<file path="config.mk">
export PLATFORM = sky130hd
export DESIGN_NAME = plru_update_ctrl
export DESIGN_NICKNAME = d
export VERILOG_FILES = /design/src/rtl/plru_pkg.sv /design/src/rtl/plru_victim_sel.sv /design/src/rtl/plru_update_ctrl.sv
export SDC_FILE = /design/constraint.sdc
export NUM_CORES = 1
export LEC_CHECK = 0
export CORE_MARGIN = 5
export CORE_UTILIZATION = 55
export CTS_CLUSTER_DIAMETER = 30
export CTS_CLUSTER_SIZE = 10
export DETAILED_ROUTE_END_ITERATION = 7
export PLACE_DENSITY = 0.72
export SETUP_SLACK_MARGIN = 0.05
export SLEW_MARGIN = 0
export SYNTH_ARGS = -nofsm -noshare
export SYNTH_HDL_FRONTEND = slang
export SYNTH_SLANG_ARGS = --single-unit
</file>
<file path="constraint.sdc">
create_clock -name clk -period 16.5 [get_ports clk]
set_input_delay 4.95 -clock clk [delete_from_list [all_inputs] [get_ports clk]]
set_output_delay 4.95 -clock clk [all_outputs]
set_load 0.01 [all_outputs]
</file>
<file path="src/rtl/plru_pkg.sv">
// Shared types and tree-index helpers for the pseudo-LRU update controller.
// Nodes use heap indexing. Internal nodes are 0..plru_assoc-2 and node 0 is the root.
// Leaves are plru_assoc-1..2*plru_assoc-2. Leaf index = way + plru_assoc-1.
package plru_pkg;

  // Associativity that the node-index type is sized for. Modules that
  // import this package must be built with s_assoc equal to this value.
  localparam int plru_assoc = 8;
  localparam int plru_width = $clog2(plru_assoc);

  typedef enum logic {
    IDLE = 1'b0,
    WALK = 1'b1
  } state_t;

  // One bit wider than a way index so that leaf indices fit.
  typedef logic [plru_width:0] node_t;

  function automatic node_t leaf_of(input logic [plru_width-1:0] way);
    return node_t'(way) + node_t'(plru_assoc - 1);
  endfunction

  function automatic node_t parent_of(input node_t node);
    return (node - node_t'(1)) >> 1;
  endfunction

endpackage

</file>
<file path="src/rtl/plru_victim_sel.sv">
// Combinational root-to-leaf walk over the node bits of one set. Bit 0 steers
// left and bit 1 steers right. The leaf that is reached is the victim way.
module plru_victim_sel
  import plru_pkg::*;
#(
  parameter int s_assoc = plru_assoc,
  parameter int s_width = $clog2(s_assoc)
) (
  input  logic [s_assoc-2:0] node_bits,
  output logic [s_width-1:0] victim_way
);

  node_t n;
  node_t way_off;

  // Descend one level per loop iteration and convert the final leaf to a way number.
  always_comb begin
    // NOTE: n is a temporary that carries a value from one loop iteration to
    // the next inside this combinational block, so it uses blocking '='.
    // Every variable gets a value before the loop, so no latch is inferred.
    n       = '0;
    way_off = '0;
    for (int lvl = 0; lvl < s_width; lvl++) begin
      n = (n << 1) + node_t'(1) + node_t'(node_bits[n[s_width-1:0]]);
    end
    way_off    = n - node_t'(s_assoc - 1);
    victim_way = way_off[s_width-1:0];
  end

endmodule

</file>
<file path="src/rtl/plru_update_ctrl.sv">
// Tree pseudo-LRU state for every set of the cache.
// An accepted (set, way) request walks from the leaf up to the root, one level
// per cycle. At each level the parent bit is written so that it points away
// from the accessed way. The victim way for query_set is read combinationally.
// s_assoc must equal plru_pkg::plru_assoc because node_t is sized from it.
module plru_update_ctrl
  import plru_pkg::*;
#(
  parameter int s_assoc = plru_assoc,
  parameter int s_width = $clog2(s_assoc),
  parameter int s_sets  = 16,
  parameter int s_idx   = $clog2(s_sets)
) (
  input  logic               clk,
  input  logic               rst,
  input  logic               update_req,
  input  logic [s_idx-1:0]   update_set,
  input  logic [s_width-1:0] update_way,
  output logic               update_ready,
  output logic               update_done,
  input  logic               flush,
  input  logic [s_idx-1:0]   query_set,
  output logic [s_width-1:0] victim_way
);

  state_t             state;
  logic [s_idx-1:0]   walk_set;
  node_t              node;
  logic               done_q;

  logic [s_assoc-2:0] tree_bits [s_sets];
  logic [s_assoc-2:0] query_bits;

  node_t              node_up;
  node_t              node_up2;
  node_t              acc_leaf;
  node_t              acc_up;
  logic [s_width-1:0] wr_idx;
  logic               step;

  assign node_up  = parent_of(node);
  assign node_up2 = parent_of(node_up);
  assign acc_leaf = leaf_of(update_way);
  assign acc_up   = parent_of(acc_leaf);

  // The parent of any non-root node is an internal node, so it fits in a way-wide index.
  assign wr_idx = node_up[s_width-1:0];
  assign step   = (state == WALK) & ~flush;

  assign update_ready = (state == IDLE) & ~flush;
  assign update_done  = done_q;

  // Sequencer: IDLE accepts a request. WALK climbs one level per cycle.
  // update_done is registered one cycle early, so it is high in the cycle whose edge writes the root.
  always_ff @(posedge clk or posedge rst) begin
    if (rst) begin
      state    <= IDLE;
      walk_set <= '0;
      node     <= '0;
      done_q   <= 1'b0;
    end else if (flush) begin
      state  <= IDLE;
      done_q <= 1'b0;
    end else begin
      case (state)
        IDLE: begin
          done_q <= 1'b0;
          if (update_req) begin
            walk_set <= update_set;
            node     <= acc_leaf;
            state    <= WALK;
            // With two ways the first step already writes the root.
            done_q   <= (acc_up == '0);
          end
        end
        WALK: begin
          node <= node_up;
          if (node_up == '0) begin
            state  <= IDLE;
            done_q <= 1'b0;
          end else begin
            done_q <= (node_up2 == '0);
          end
        end
        default: begin
          state  <= IDLE;
          done_q <= 1'b0;
        end
      endcase
    end
  end

  // Node bit storage: flush clears it. Each walk step writes one bit, which points to the sibling subtree.
  always_ff @(posedge clk or posedge rst) begin
    // NOTE: the node array is built from flops that have a reset, not from a RAM.
    // The reset is needed because the victim lookup must return way 0 straight after reset.
    if (rst) begin
      for (int s = 0; s < s_sets; s++) tree_bits[s] <= '0;
    end else if (flush) begin
      for (int s = 0; s < s_sets; s++) tree_bits[s] <= '0;
    end else if (step) begin
      tree_bits[walk_set][wr_idx] <= node[0];
    end
  end

  assign query_bits = tree_bits[query_set];

  plru_victim_sel #(
    .s_assoc (s_assoc),
    .s_width (s_width)
  ) u_victim_sel (
    .node_bits  (query_bits),
    .victim_way (victim_way)
  );

endmodule

</file>
==> metrics.yaml, run 1 <==
run_status:
  status: "finished clean"
routing:
  first_iter_violations: 1065
  drt_first_pass_iters: 6
  route.detailed.drc: 0
  post_drt_wl_per_cell_um: 24.5
  routed_wl_um: 20500
  drtAntennaViolNets: 0
  routed_via_density: 7.09
  num_vias: 5936
synthesis:
  ys_types: 53
  synth-edff-count: 0
  synth_seq_cells: 122
  syn-cell-area_sq_um: 6720
  ys_async_sr_fraction_pct: 100
  synth_cells: 688
  synth.net_count: 708
  synth-warning-count: 0
  syn_area_per_cell_sq_um: 9.77
  synth_flop_cell: "dfrtp_1"
  ys_seq_area_share_pct: 45.4
cells_and_area:
  synthToLayoutAreaGrowth_pct: 10.7
  post-route-util_pct: 62.0
  layout_commonest_cell: "nand3_1"
  nets: 697
  drive_above_1_share_pct: 11.6
  antenna-diode-count: 0
  mostFrequentLayoutCells: "124 x nand3_1, 121 x dfrtp_1, 117 x a21oi_1"
cts:
  cts_setup_buffers: 0
  postCtsResizedCells: 0
  cts_max_level: 4
  root_buffer: "clkbuf_16"
  holdBufCountCts: 0
  tritoncts: "done"
  cts.sinks: 122
  clockBufferDepth: 2
  numCtsBuffers: 17
  clkTransAtPathRegs_ps: 50
  worstSkewPairLatency_ps: 420
timing:
  worst_pin_slew_ps: 1330
  hold_viol_final: 0
  slew_violations: 0
  finClkSkew_ps: 5.72
  finalSetupViolCount: 0
  slew_headroom_pct: 11.2
  fin_crit_sh_pct: 85.9
  final.min_clock_period_ps: 14170
  max_freq_mhz: 70.6
  rsz0062_at_grt: "false"
  fin_setup_tns_ps: 0
grt:
  grt_pass1_wl_um: 32600
  grt_max_degree: 121
  grtUsageTotal_pct: 29.6
  antenna_found_initial: 0
  grt_overflow: 0
  grt_pass1_vias: 5721
flow_run:
  maxCapViolCount: 0
placed_design:
  post-dp-hpwl_um: 12900
  portBuffers: 19
  finalWeightedCongestion: 0.909
worst_setup_path:
  path_class: "input port to output pin"
  cp.required_ps: 11550
  critPathArrivalTime_ps: 9220
  critPathLaunchType: "input port"
  cp_max_fo: 14
  endpoint_kind: "output pin"
power:
  power.density_nw_per_um2: 130
  p_leak_nw: 2.96
  peakVddDrop_mv: 0.102
die:
  rows: 40
  die_h_um: 121
  core_sq_um: 12000
  ioPinCount: 20
  die_w_um: 121
  die_area_sq_um: 14500
  start_util_pct: 56.0
worst_hold_path:
  min-delay-path-class: "flop to flop"
layer usage:
metal / vias to the layer above / track usage (%) / part of all wire (%)
met2: 393 / 43.8 / 45
met4: 0 / 13.6 / 4.4
met1: 2954 / 40.8 / 39
li1: 2525 / - / -
met3: 64 / 8.14 / 12
met5: - / 0 / 0
critical path, cell delays in order:
cell,delay (ps)
clkdlybuf4s50_1,950
buf_4,410
mux4_2,550
a22oi_2,180
nand3_2,150
mux2i_4,250
ha_1,450
mux2i_1,260
o211ai_1,100
mux2_4,280
o311ai_1,90
clkdlybuf4s50_1,600
area by class of cell:
class                   count  area (sq um)
flip-flops and latches    122          3050
well taps                 147           184
multi-input cells         500          3310
repair buffers             26           240
clock inverters             6          82.6
fillers                  1003          4570
clock buffers              26           529
inverters                  10          40.0
where the power goes:
| part | internal [W] | switching (W) | total (W) |
|---|---|---|---|
| Clock | 0.000250 | 0.000135 | 0.000385 |
| Sequential | 0.000309 | 0.0000165 | 0.000326 |
| Combinational | 0.0000485 | 0.000208 | 0.000257 |
cell usage after synthesis, types with 5 or more instances:
| cell type | number | area (sq um) |
|---|---|---|
| clkbuf_1 | 33 | 124 |
| a21oi_1 | 117 | 586 |
| nor3_1 | 7 | 35.0 |
| mux4_1 | 12 | 315 |
| buf_1 | 5 | 18.8 |
| o21ai_0 | 112 | 561 |
| nor2_1 | 23 | 86.3 |
| buf_2 | 6 | 30.0 |
| nand2_1 | 24 | 90.1 |
| ha_1 | 5 | 62.6 |
| dfrtp_1 | 122 | 3050 |
| inv_1 | 8 | 30.0 |
| mux4_2 | 16 | 360 |
| mux2i_1 | 10 | 100 |
| nand3_1 | 124 | 621 |
flip-flops by register name, summed over array words and instances (netlist names):
signal / cells
node: 4
tree_bits: 112
state: 1
walk_set: 4
update_done: 1
kinds of logic after synthesis:
kind of cell | Yosys count | synth area share (%)
buffers and inverters | 66 | 5.36
AOI/OAI and AO/OA | 240 | 18.2
and+or+nand+nor | 204 | 15.5
muxes | 47 | 13.7
DFF | 122 | 45.4
adders and majority gates | 5 | 0.931
xor gates and xnor gates | 4 | 0.912
worst paths after layout:
check	start	to	slack [ps]	cells after the start
min reg2reg	tree_bits[20]	tree_bits[20]	540	2
max	query_set[0]	victim_way[0]	2330	12
min	tree_bits[20]	tree_bits[20]	540	2
max reg2reg	node[0]	tree_bits[36]	13040	6
min in group asynchronous	rst	node[1]	4970	2
max in group asynchronous	rst	node[0]	10050	3
metrics by stage:
stage	std cells	hold WS, ps	setup WS (ps)	total power, W	instance area [sq um]
after floorplan	688	511	4170	0.000500	6720
after global placement	805	524	2480	0.000572	6830
after detailed placement	805	532	2320	0.000577	6830
after CTS	837	540	2340	0.000957	7440
after global routing	837	566	2110	0.00100	7440
final	837	543	2330	0.000967	7440
No activity file was read; power rests on OpenSTA's default activity.
==> run 2: changes to the inputs <==
Settings changed: PLACE_DENSITY 0.72 to 0.76.
==> run 2 against run 1 <==
Net effect: critical path type unchanged; first-iteration DRC count up 6.4%; register-to-register slack worse by 140 ps; sequential share of layout area increased by 0.23 points; flip-flop and latch count unchanged; largest power group unchanged; highest routed layer unchanged; core utilization down 0.34 points; global-route usage is 0.41 points lower; final area fell by 0.55%; routed wire length decreased by 1.2%; largest cell class unchanged.
==> metrics.yaml, run 2 (synthesis gave the netlist of run 1 again) <==
die:
  die_area_sq_um: 14500
  start_util_pct: 56.0
  die_w_um: 121
  rows: 40
  ioPinCount: 20
  core_sq_um: 12000
  die_h_um: 121
power:
  p_clk_share_pct: 38.5
  intPower_w: 0.000578
  p_leak_nw: 2.92
  seqPwrFrac_pct: 34.5
  p_comb_share_pct: 27.0
  power.density_nw_per_um2: 127
  peakVddDrop_mv: 0.109
  p_sw_w: 0.000364
  power_switching_share_pct: 38.7
worst_setup_path:
  crit_chain: "clkdlybuf4s50_1 -> mux4_1 -> a22oi_2 -> nand3_2 -> mux2i_4 -> ha_1 -> mux2i_1 -> o211ai_1 -> mux2_4 -> o311ai_1 -> clkdlybuf4s50_1"
  max_stage_delay_ps: 1200
  cp.required_ps: 11550
  path_class: "input port to output pin"
  cpMostUsedCell: "clkdlybuf4s50_1"
  critPathLaunchType: "input port"
  crit_buf_inv: 2
  endpoint_kind: "output pin"
  worst_path_max_delay_cell: "clkdlybuf4s50_1"
  timing.critical_path.max_delay_family: "buffers and inverters"
  cp_max_fo: 21
  critPathArrivalTime_ps: 9190
timing:
  slew_headroom_pct: 13.8
  slew_violations: 0
  finClkSkew_ps: 7.75
  final.min_clock_period_ps: 14140
  finalSetupViolCount: 0
  rsz0062_at_grt: "false"
  fin_crit_sh_pct: 85.7
  max_freq_mhz: 70.7
  fin_setup_tns_ps: 0
  worst_pin_slew_ps: 1280
  hold_viol_final: 0
cts:
  clkTransAtPathRegs_ps: 60
  cts_max_level: 4
  cts.sinks: 122
  worstSkewPairLatency_ps: 430
  numCtsBuffers: 17
  holdBufCountCts: 0
  postCtsResizedCells: 0
  tritoncts: "done"
  root_buffer: "clkbuf_16"
  cts_setup_buffers: 0
  clockBufferDepth: 2
flow_run:
  maxCapViolCount: 0
cells_and_area:
  top_register: "tree_bits"
  mostFrequentLayoutCells: "124 x nand3_1, 121 x dfrtp_1, 117 x a21oi_1"
  fillers: 963
  largest_reg_flops: 112
  reg_top3: "tree_bits x112, node x4, walk_set x4"
  post-route-util_pct: 61.6
  nets: 696
  final_area_sq_um: 7400
  antenna-diode-count: 0
  layout_commonest_cell: "nand3_1"
  drive_above_1_share_pct: 11.6
  synthToLayoutAreaGrowth_pct: 10.1
placed_design:
  portBuffers: 19
  finalWeightedCongestion: 0.940
  post-dp-hpwl_um: 12700
  dpl_cell_area_sq_um: 6820
grt:
  grt_overflow: 0
  grt_pass1_vias: 5550
  antenna_found_initial: 0
  grtUsageTotal_pct: 29.2
  grt_max_degree: 121
  grt_pass1_wl_um: 32000
routing:
  routed_via_density: 7.10
  drt_first_pass_iters: 6
  first_iter_violations: 1133
  routed_wl_um: 20300
  post_drt_wl_per_cell_um: 24.3
  route.detailed.drc: 0
  num_vias: 5934
  drtAntennaViolNets: 0
run_status:
  status: "finished clean"
worst_hold_path:
  min-delay-path-class: "flop to flop"
## run 2: cell types whose count changed in the layout (fill, tap and decap cells not counted)
cell / change
inv_6: +2
clkinvlp_4: +4
clkinv_4: +3
nor3_1: +1
nor3_2: -1
buf_4: -1
clkbuf_8: -4
bufinv_16: -1
clkinv_2: -2
clkbuf_1: -2
## run 2: final timing paths
check / slack (ps) / to / cells after the start / startpoint
min reg2reg: 540 / tree_bits[6] / 2 / tree_bits[6]
min in group asynchronous: 5030 / state / 2 / rst
min: 540 / tree_bits[6] / 2 / tree_bits[6]
max reg2reg: 12900 / tree_bits[91] / 8 / node[0]
max: 2360 / victim_way[0] / 11 / query_set[1]
max in group asynchronous: 10220 / tree_bits[20] / 3 / rst
## run 2: stage by stage
step           hold WS [ps]  cells  total power (W)  setup WS (ps)
2_1_floorplan           511    688         0.000500           4170
5_1_grt                 559    836         0.000977           2190
3_5_place_dp            532    804         0.000573           2380
6_report                541    836         0.000942           2360
4_1_cts                 540    836         0.000934           2340
3_3_place_gp            523    804         0.000567           2520
## run 2: final cells by class
type                       instances  area [sq um]  area share (%)
multi-input combinational        500          3310            44.7
sequential                       122          3050            41.3
clock buffer                      20           467            6.30
timing repair buffer              25           233            3.14
tap                              147           184            2.48
clock inverter                    12           116            1.57
inverter                          10          40.0           0.541
## run 2: worst register-to-register path: stages (launching register included)
cell and delay (ps):
dfrtp_2 330, buf_4 860, inv_1 180, ha_1 600, nand2_1 150, nor2_1 700
buf_4 340, nand3_1 120, a21oi_1 220
## run 2: layer usage
metal,track usage (%),up-vias,share of wire [%]
met1,40.0,2924,38
li1,-,2532,-
met5,0,-,0
met4,13.7,0,4.1
met2,42.5,417,45
met3,9.03,61,13
## run 2: power by group through the flow
stage	sequential, W	clock [W]	combinational [W]
2_1_floorplan	0.000322	0	0.000178
3_3_place_gp	0.000329	0	0.000238
3_5_place_dp	0.000329	0	0.000244
4_1_cts	0.000324	0.000365	0.000245
5_1_grt	0.000326	0.000380	0.000270
6_report	0.000325	0.000363	0.000254
